### src/rtl/uart_rx_oversampled.sv
`default_nettype none
// ============================================================================
// Module   : uart_rx_oversampled
// Purpose  : Oversampled UART receiver. The serial line is synchronised, a
//            falling edge starts a frame, each bit is sampled at its centre,
//            and the received word is published with a one-cycle strobe.
// Ports    : clk        - sample clock, OVERSAMPLE x baud rate
//            rst        - asynchronous active-high reset
//            in         - serial line, idle high, asynchronous to clk
//            data       - last received word (held until the next frame)
//            control    - one-cycle strobe when data/flags are updated
//            parity_err - parity mismatch on the last frame
//            frame_err  - a stop bit was sampled low on the last frame
//            busy       - receiver is inside a frame (any state but IDLE)
// Revision : 1.0 - initial release
// ============================================================================
module uart_rx_oversampled #(
    parameter int DATA_BITS   = 8,
    parameter int OVERSAMPLE  = 16,
    parameter int PARITY_MODE = 0,
    parameter int STOP_BITS   = 1
) (
    input  logic                 clk,
    input  logic                 rst,
    input  logic                 in,
    output logic [DATA_BITS-1:0] data,
    output logic                 control,
    output logic                 parity_err,
    output logic                 frame_err,
    output logic                 busy
);

    localparam int c_TICK_W = $clog2(OVERSAMPLE);
    // Index also counts stop bits, so it must reach STOP_BITS (<= 2 < DATA_BITS).
    localparam int c_IDX_W  = $clog2(DATA_BITS + 1);

    localparam logic [c_TICK_W-1:0] c_TICK_MID  = c_TICK_W'(OVERSAMPLE / 2 - 1);
    localparam logic [c_TICK_W-1:0] c_TICK_LAST = c_TICK_W'(OVERSAMPLE - 1);
    localparam logic [c_IDX_W-1:0]  c_DATA_LAST = c_IDX_W'(DATA_BITS - 1);
    localparam logic [c_IDX_W-1:0]  c_STOP_DONE = c_IDX_W'(STOP_BITS);
    localparam logic                c_ODD       = (PARITY_MODE == 2);

    typedef enum logic [2:0] {
        S_IDLE   = 3'd0,
        S_START  = 3'd1,
        S_DATA   = 3'd2,
        S_PARITY = 3'd3,
        S_STOP   = 3'd4
    } state_t;

    state_t                r_state;
    state_t                w_state_next;
    logic [c_TICK_W-1:0]   r_tick;
    logic [c_TICK_W-1:0]   w_tick_next;
    logic [c_IDX_W-1:0]    r_idx;
    logic [c_IDX_W-1:0]    w_idx_next;

    logic                  r_sync1;
    logic                  r_rx_s;
    logic                  r_rx_prev;
    logic [DATA_BITS-1:0]  r_shift;
    logic                  r_par_bad;
    logic                  r_stop_bad;

    logic                  w_sample_data;
    logic                  w_sample_par;
    logic                  w_sample_stop;
    logic                  w_commit;

    // ------------------------------------------------------------------
    // FSM state register
    // ------------------------------------------------------------------
    always_ff @(posedge clk or posedge rst) begin
        if (rst) begin
            r_state <= S_IDLE;
            r_tick  <= '0;
            r_idx   <= '0;
        end else begin
            r_state <= w_state_next;
            r_tick  <= w_tick_next;
            r_idx   <= w_idx_next;
        end
    end

    // ------------------------------------------------------------------
    // Next state and sampling strobes. After START the tick counter is
    // re-aligned at mid-bit, so tick OVERSAMPLE-1 lands on the centre of
    // every following bit (data, parity and stop alike).
    // ------------------------------------------------------------------
    always_comb begin
        w_state_next  = r_state;
        w_tick_next   = r_tick + c_TICK_W'(1);
        w_idx_next    = r_idx;
        w_sample_data = 1'b0;
        w_sample_par  = 1'b0;
        w_sample_stop = 1'b0;
        w_commit      = 1'b0;

        case (r_state)
            S_IDLE: begin
                w_tick_next = '0;
                w_idx_next  = '0;
                if (r_rx_prev && !r_rx_s) begin
                    w_state_next = S_START;
                end
            end
            S_START: begin
                if (r_tick == c_TICK_MID) begin
                    w_tick_next  = '0;
                    // A line that is high again at mid start bit was a glitch.
                    w_state_next = r_rx_s ? S_IDLE : S_DATA;
                end
            end
            S_DATA: begin
                if (r_tick == c_TICK_LAST) begin
                    w_tick_next   = '0;
                    w_sample_data = 1'b1;
                    if (r_idx == c_DATA_LAST) begin
                        w_idx_next   = '0;
                        w_state_next = (PARITY_MODE != 0) ? S_PARITY : S_STOP;
                    end else begin
                        w_idx_next = r_idx + c_IDX_W'(1);
                    end
                end
            end
            S_PARITY: begin
                if (r_tick == c_TICK_LAST) begin
                    w_tick_next  = '0;
                    w_sample_par = 1'b1;
                    w_state_next = S_STOP;
                end
            end
            S_STOP: begin
                // Once every stop bit is sampled, spend one more cycle
                // publishing the frame, then return to IDLE.
                if (r_idx == c_STOP_DONE) begin
                    w_commit     = 1'b1;
                    w_tick_next  = '0;
                    w_idx_next   = '0;
                    w_state_next = S_IDLE;
                end else if (r_tick == c_TICK_LAST) begin
                    w_tick_next   = '0;
                    w_sample_stop = 1'b1;
                    w_idx_next    = r_idx + c_IDX_W'(1);
                end
            end
            default: begin
                w_state_next = S_IDLE;
                w_tick_next  = '0;
                w_idx_next   = '0;
            end
        endcase
    end

    // ------------------------------------------------------------------
    // Synchroniser, shift buffer, error capture and output registers.
    // Synchroniser and edge register reset high so a line that is idle
    // at reset release is not mistaken for a start edge.
    // ------------------------------------------------------------------
    always_ff @(posedge clk or posedge rst) begin
        if (rst) begin
            r_sync1    <= 1'b1;
            r_rx_s     <= 1'b1;
            r_rx_prev  <= 1'b1;
            r_shift    <= '0;
            r_par_bad  <= 1'b0;
            r_stop_bad <= 1'b0;
            data       <= '0;
            control    <= 1'b0;
            parity_err <= 1'b0;
            frame_err  <= 1'b0;
        end else begin
            r_sync1   <= in;
            r_rx_s    <= r_sync1;
            r_rx_prev <= r_rx_s;
            control   <= w_commit;

            if (r_state == S_IDLE) begin
                r_par_bad  <= 1'b0;
                r_stop_bad <= 1'b0;
            end
            if (w_sample_data) begin
                r_shift <= {r_rx_s, r_shift[DATA_BITS-1:1]};
            end
            if (w_sample_par) begin
                // Even: mismatch when data^parity is odd; odd mode inverts it.
                r_par_bad <= (^r_shift) ^ r_rx_s ^ c_ODD;
            end
            if (w_sample_stop && !r_rx_s) begin
                r_stop_bad <= 1'b1;
            end
            if (w_commit) begin
                data       <= r_shift;
                parity_err <= r_par_bad;
                frame_err  <= r_stop_bad;
            end
        end
    end

    assign busy = (r_state != S_IDLE);

endmodule
`default_nettype wire

### config.mk
export PLATFORM = sky130hd
export DESIGN_NAME = uart_rx_oversampled
export DESIGN_NICKNAME = d
export VERILOG_FILES = /design/src/rtl/uart_rx_oversampled.sv
export SDC_FILE = /design/constraint.sdc
export NUM_CORES = 1
export LEC_CHECK = 0
export ABC_AREA = 1
export CAP_MARGIN = 20
export CORE_MARGIN = 2
export CORE_UTILIZATION = 30
export DETAILED_ROUTE_END_ITERATION = 10
export GPL_TIMING_DRIVEN = 1
export PLACE_DENSITY_LB_ADDON = 0.12
export SKIP_CTS_REPAIR_TIMING = 1
export SKIP_LAST_GASP = 1
export SLEW_MARGIN = 30
export SYNTH_ARGS = -nofsm -noshare
export SYNTH_HDL_FRONTEND = slang
export SYNTH_SLANG_ARGS = --single-unit
### constraint.sdc
create_clock -name clk -period 1.31 [get_ports clk]
set_input_delay 0.262 -clock clk [delete_from_list [all_inputs] [get_ports clk]]
set_output_delay 0.262 -clock clk [all_outputs]
set_load 0.005 [all_outputs]
==> impl_metrics.py <==
metrics = {
    "detailed_routing": {
        "wl_met3_um": 105,
        "vias_per_cell": 4.17,
        "drt-met1-wl_um": 1650,
        "top_layer_used": "met4",
        "drc_errors": 0,
        "num_vias": 1304,
        "drt-total-wl_um": 3300,
        "dr.pass1.iters": 4,
        "wl_per_cell_um": 10.6,
        "antenna_left": 0,
        "met2_length_um": 1500,
        "initialDrtViolationCount": 49,
    },
    "yosys": {
        "synth_top_cell_by_area": "dfrtp_1",
        "synthTopCellsByCount": "nand2_1, dfrtp_1, inv_1",
        "ys_top_cells_by_area": "dfrtp_1, nand2_1, o21ai_2, dfstp_2, inv_1",
        "synth_cells": 196,
        "syn-num-nets": 202,
        "synth_most_common_cell": "nand2_1",
        "async_flop_share_pct": 100,
        "yosysSeqAreaShare_pct": 50.5,
        "synthDistinctLibCells": 26,
        "synthFlopType": "dfrtp_1",
        "synth.avg_cell_area_um2": 8.89,
        "syn_area_mm2": 0.00174,
        "synth_edf_count": 0,
        "synth_warnings": 0,
        "ys_ff_latch": 35,
        "synth_top_area_share_pct": 45.9,
    },
    "floorplanning": {
        "start_util_pct": 31.3,
        "fp.dieH_um": 80.2,
        "io_pins": 15,
        "std_cell_rows": 27,
        "die_w_um": 80.2,
        "die_area_mm2": 0.00644,
        "core_area_mm2": 0.00557,
    },
    "worst_setup_path": {
        "crit_path_max_fanout": 2,
        "slowest_stage": "dfrtp_1",
        "path_buf_inv": 3,
        "regToRegStartpoint": "r_tick[1]",
        "cp.depth": 5,
        "cp-endpoint": "busy",
        "r2r-end": "r_idx[0]",
        "endpoint_kind": "output port",
        "arrival_ps": 1140,
        "critPathTopFamily": "flip-flops",
        "startpoint_type": "flop",
        "reg2reg_slack_ps": -70,
        "timing.reg2reg.worst_path_depth": 9,
        "crit_chain": "nor2_2 -> inv_1 -> nor2_2 -> inv_1 -> dlymetal6s2s_1",
        "crit_type": "flop to output port",
        "max_stage_delay_ps": 390,
        "cp_data_required_time_ps": 1050,
        "startpoint": "r_state[1]",
    },
    "placement": {
        "dp_hpwl_um": 2350,
        "io_buffers": 14,
        "place_congestion": 0.745,
        "pre_cts_ws_ps": -113,
    },
    "timing": {
        "holdWs_ps": 322,
        "fin_skew_ps": 6.37,
        "post-route-period-util_pct": 107,
        "rsz0062_at_grt": "true",
        "fin_tns_setup_ps": -636,
        "fin_crit_ps": 1400,
        "fmax_ghz": 0.714,
        "finalSetupViolCount": 12,
        "worst_pin_slew_ps": 212,
        "finalHoldViolCount": 0,
        "slew_headroom_pct": 85.8,
        "drv_slew": 0,
        "fin_ws_ps": -90.4,
    },
    "run_status": {
        "status": "complete, but fails checks",
        "violations": "negative setup slack",
    },
    "global_routing": {
        "grt-ovfl-total": 0,
        "antenna_found_initial": 0,
        "first_global_vias": 1193,
        "track_usage_pct": 11.7,
        "grt_max_degree": 36,
        "grt_pass1_wl_um": 5690,
    },
    "clock_network": {
        "clockRootBuffer": "clkbuf_8",
        "clock-sinks": 35,
        "cts_tree": "yes",
        "clock_latency_ps": 290,
        "htreeDepth": 2,
        "clockBufferDepth": 2,
        "clkTransAtPathRegs_ps": 70,
        "cts-buffers-inserted": 5,
    },
    "power_and_ir_drop": {
        "clkPwrFrac_pct": 24.4,
        "power.leakage_uw": 0.00133,
        "p_sw_uw": 1270,
        "p_comb_share_pct": 40.7,
        "seq_power_share_pct": 34.9,
        "netSwitchingFraction_pct": 35.7,
        "powerDensity_mw_per_mm2": 1490,
        "intPower_uw": 2290,
        "vdd_drop_max_v": 0.000634,
    },
    "cells_and_area": {
        "drive_gt1_share_pct": 36.1,
        "fin_nets": 246,
        "area_growth_pct": 37.2,
        "diodes": 0,
    },
    "run": {
        "timing.max_cap.violations": 0,
    },
    "min_path": {
        "hold_class": "input port to async pin",
    },
}
-- cell type report --
cell class | instances | area, um^2
sequential | 35 | 880
inverter | 29 | 121
fill | 577 | 3180
clock inverter | 1 | 7.51
tap | 72 | 90.1
multi-input combinational | 130 | 826
timing repair buffer | 39 | 370
clock buffer | 7 | 96.3
-- how the worst min path moves through the flow --
stage	slack, ps	to
floorplan	270	r_sync1
global placement	350	r_rx_s
detailed placement	350	r_rx_s
CTS	330	r_shift[2]
global route	350	r_shift[2]
finish	320	r_shift[2]
-- logic make-up after synthesis --
kind of cell | share of synthesized area (%)
AND/OR/NAND/NOR | 25.1
flip-flops | 50.5
buffers and inverters | 7.47
AO/OA/AOI/OAI | 10.8
XOR/XNOR | 4.02
adder cells (fa/ha/maj) | 2.15
-- placed cells by master (no fill, tap or decap), drive strengths merged --
cell,instances
clkinvlp,1
ha,3
dlymetal6s2s,12
xnor2,2
nand2,64
o21ai,22
xor2,6
dfrtp,32
nor3b,1
clkbuf,7
nand3,9
clkdlybuf4s50,2
a21oi,4
o32ai,1
inv,29
buf,25
nor2,18
dfstp,3
-- power by group through the flow --
| stage | combinational [uW] | clock, uW | sequential, uW |
|---|---|---|---|
| finish | 1450 | 870 | 1240 |
| global route | 1610 | 969 | 1250 |
| CTS | 1290 | 902 | 1230 |
| detailed placement | 1280 | 0 | 1250 |
| global placement | 1290 | 0 | 1260 |
| floorplan | 797 | 0 | 1270 |
-- per-layer routing --
metal | GRT usage [%] | vias up
li1 | - | 689
met1 | 15.7 | 597
met2 | 17.3 | 13
met3 | 3.37 | 5
met4 | 5.59 | 0
met5 | 0 | -
-- state kept, by name, summed over array words and instances (netlist names), 3 cells and up --
signal and flops:
r_shift 8, r_state 3, r_idx 4, data 8, r_tick 4
-- worst register-to-register path: cells and delay by family (launching register included) --
| kind | cells | cell delay (ps) |
|---|---|---|
| simple gates | 6 | 610 |
| flops | 1 | 360 |
| fa+ha+maj | 1 | 210 |
| buf+inv | 1 | 80 |
| compound gates | 1 | 50 |
-- per-stage QoR --
| stage | area, um^2 | total power [uW] | util (%) | cells |
|---|---|---|---|---|
| final | 2390 | 3560 | 42.9 | 313 |
| after detailed placement | 2100 | 2540 | 37.7 | 298 |
| after global routing | 2390 | 3830 | 42.9 | 313 |
| after CTS | 2210 | 3430 | 39.6 | 306 |
| after floorplan | 1740 | 2070 | - | 196 |
| after global placement | 2100 | 2540 | 37.7 | 298 |
No activity file was read; power rests on OpenSTA's default activity.
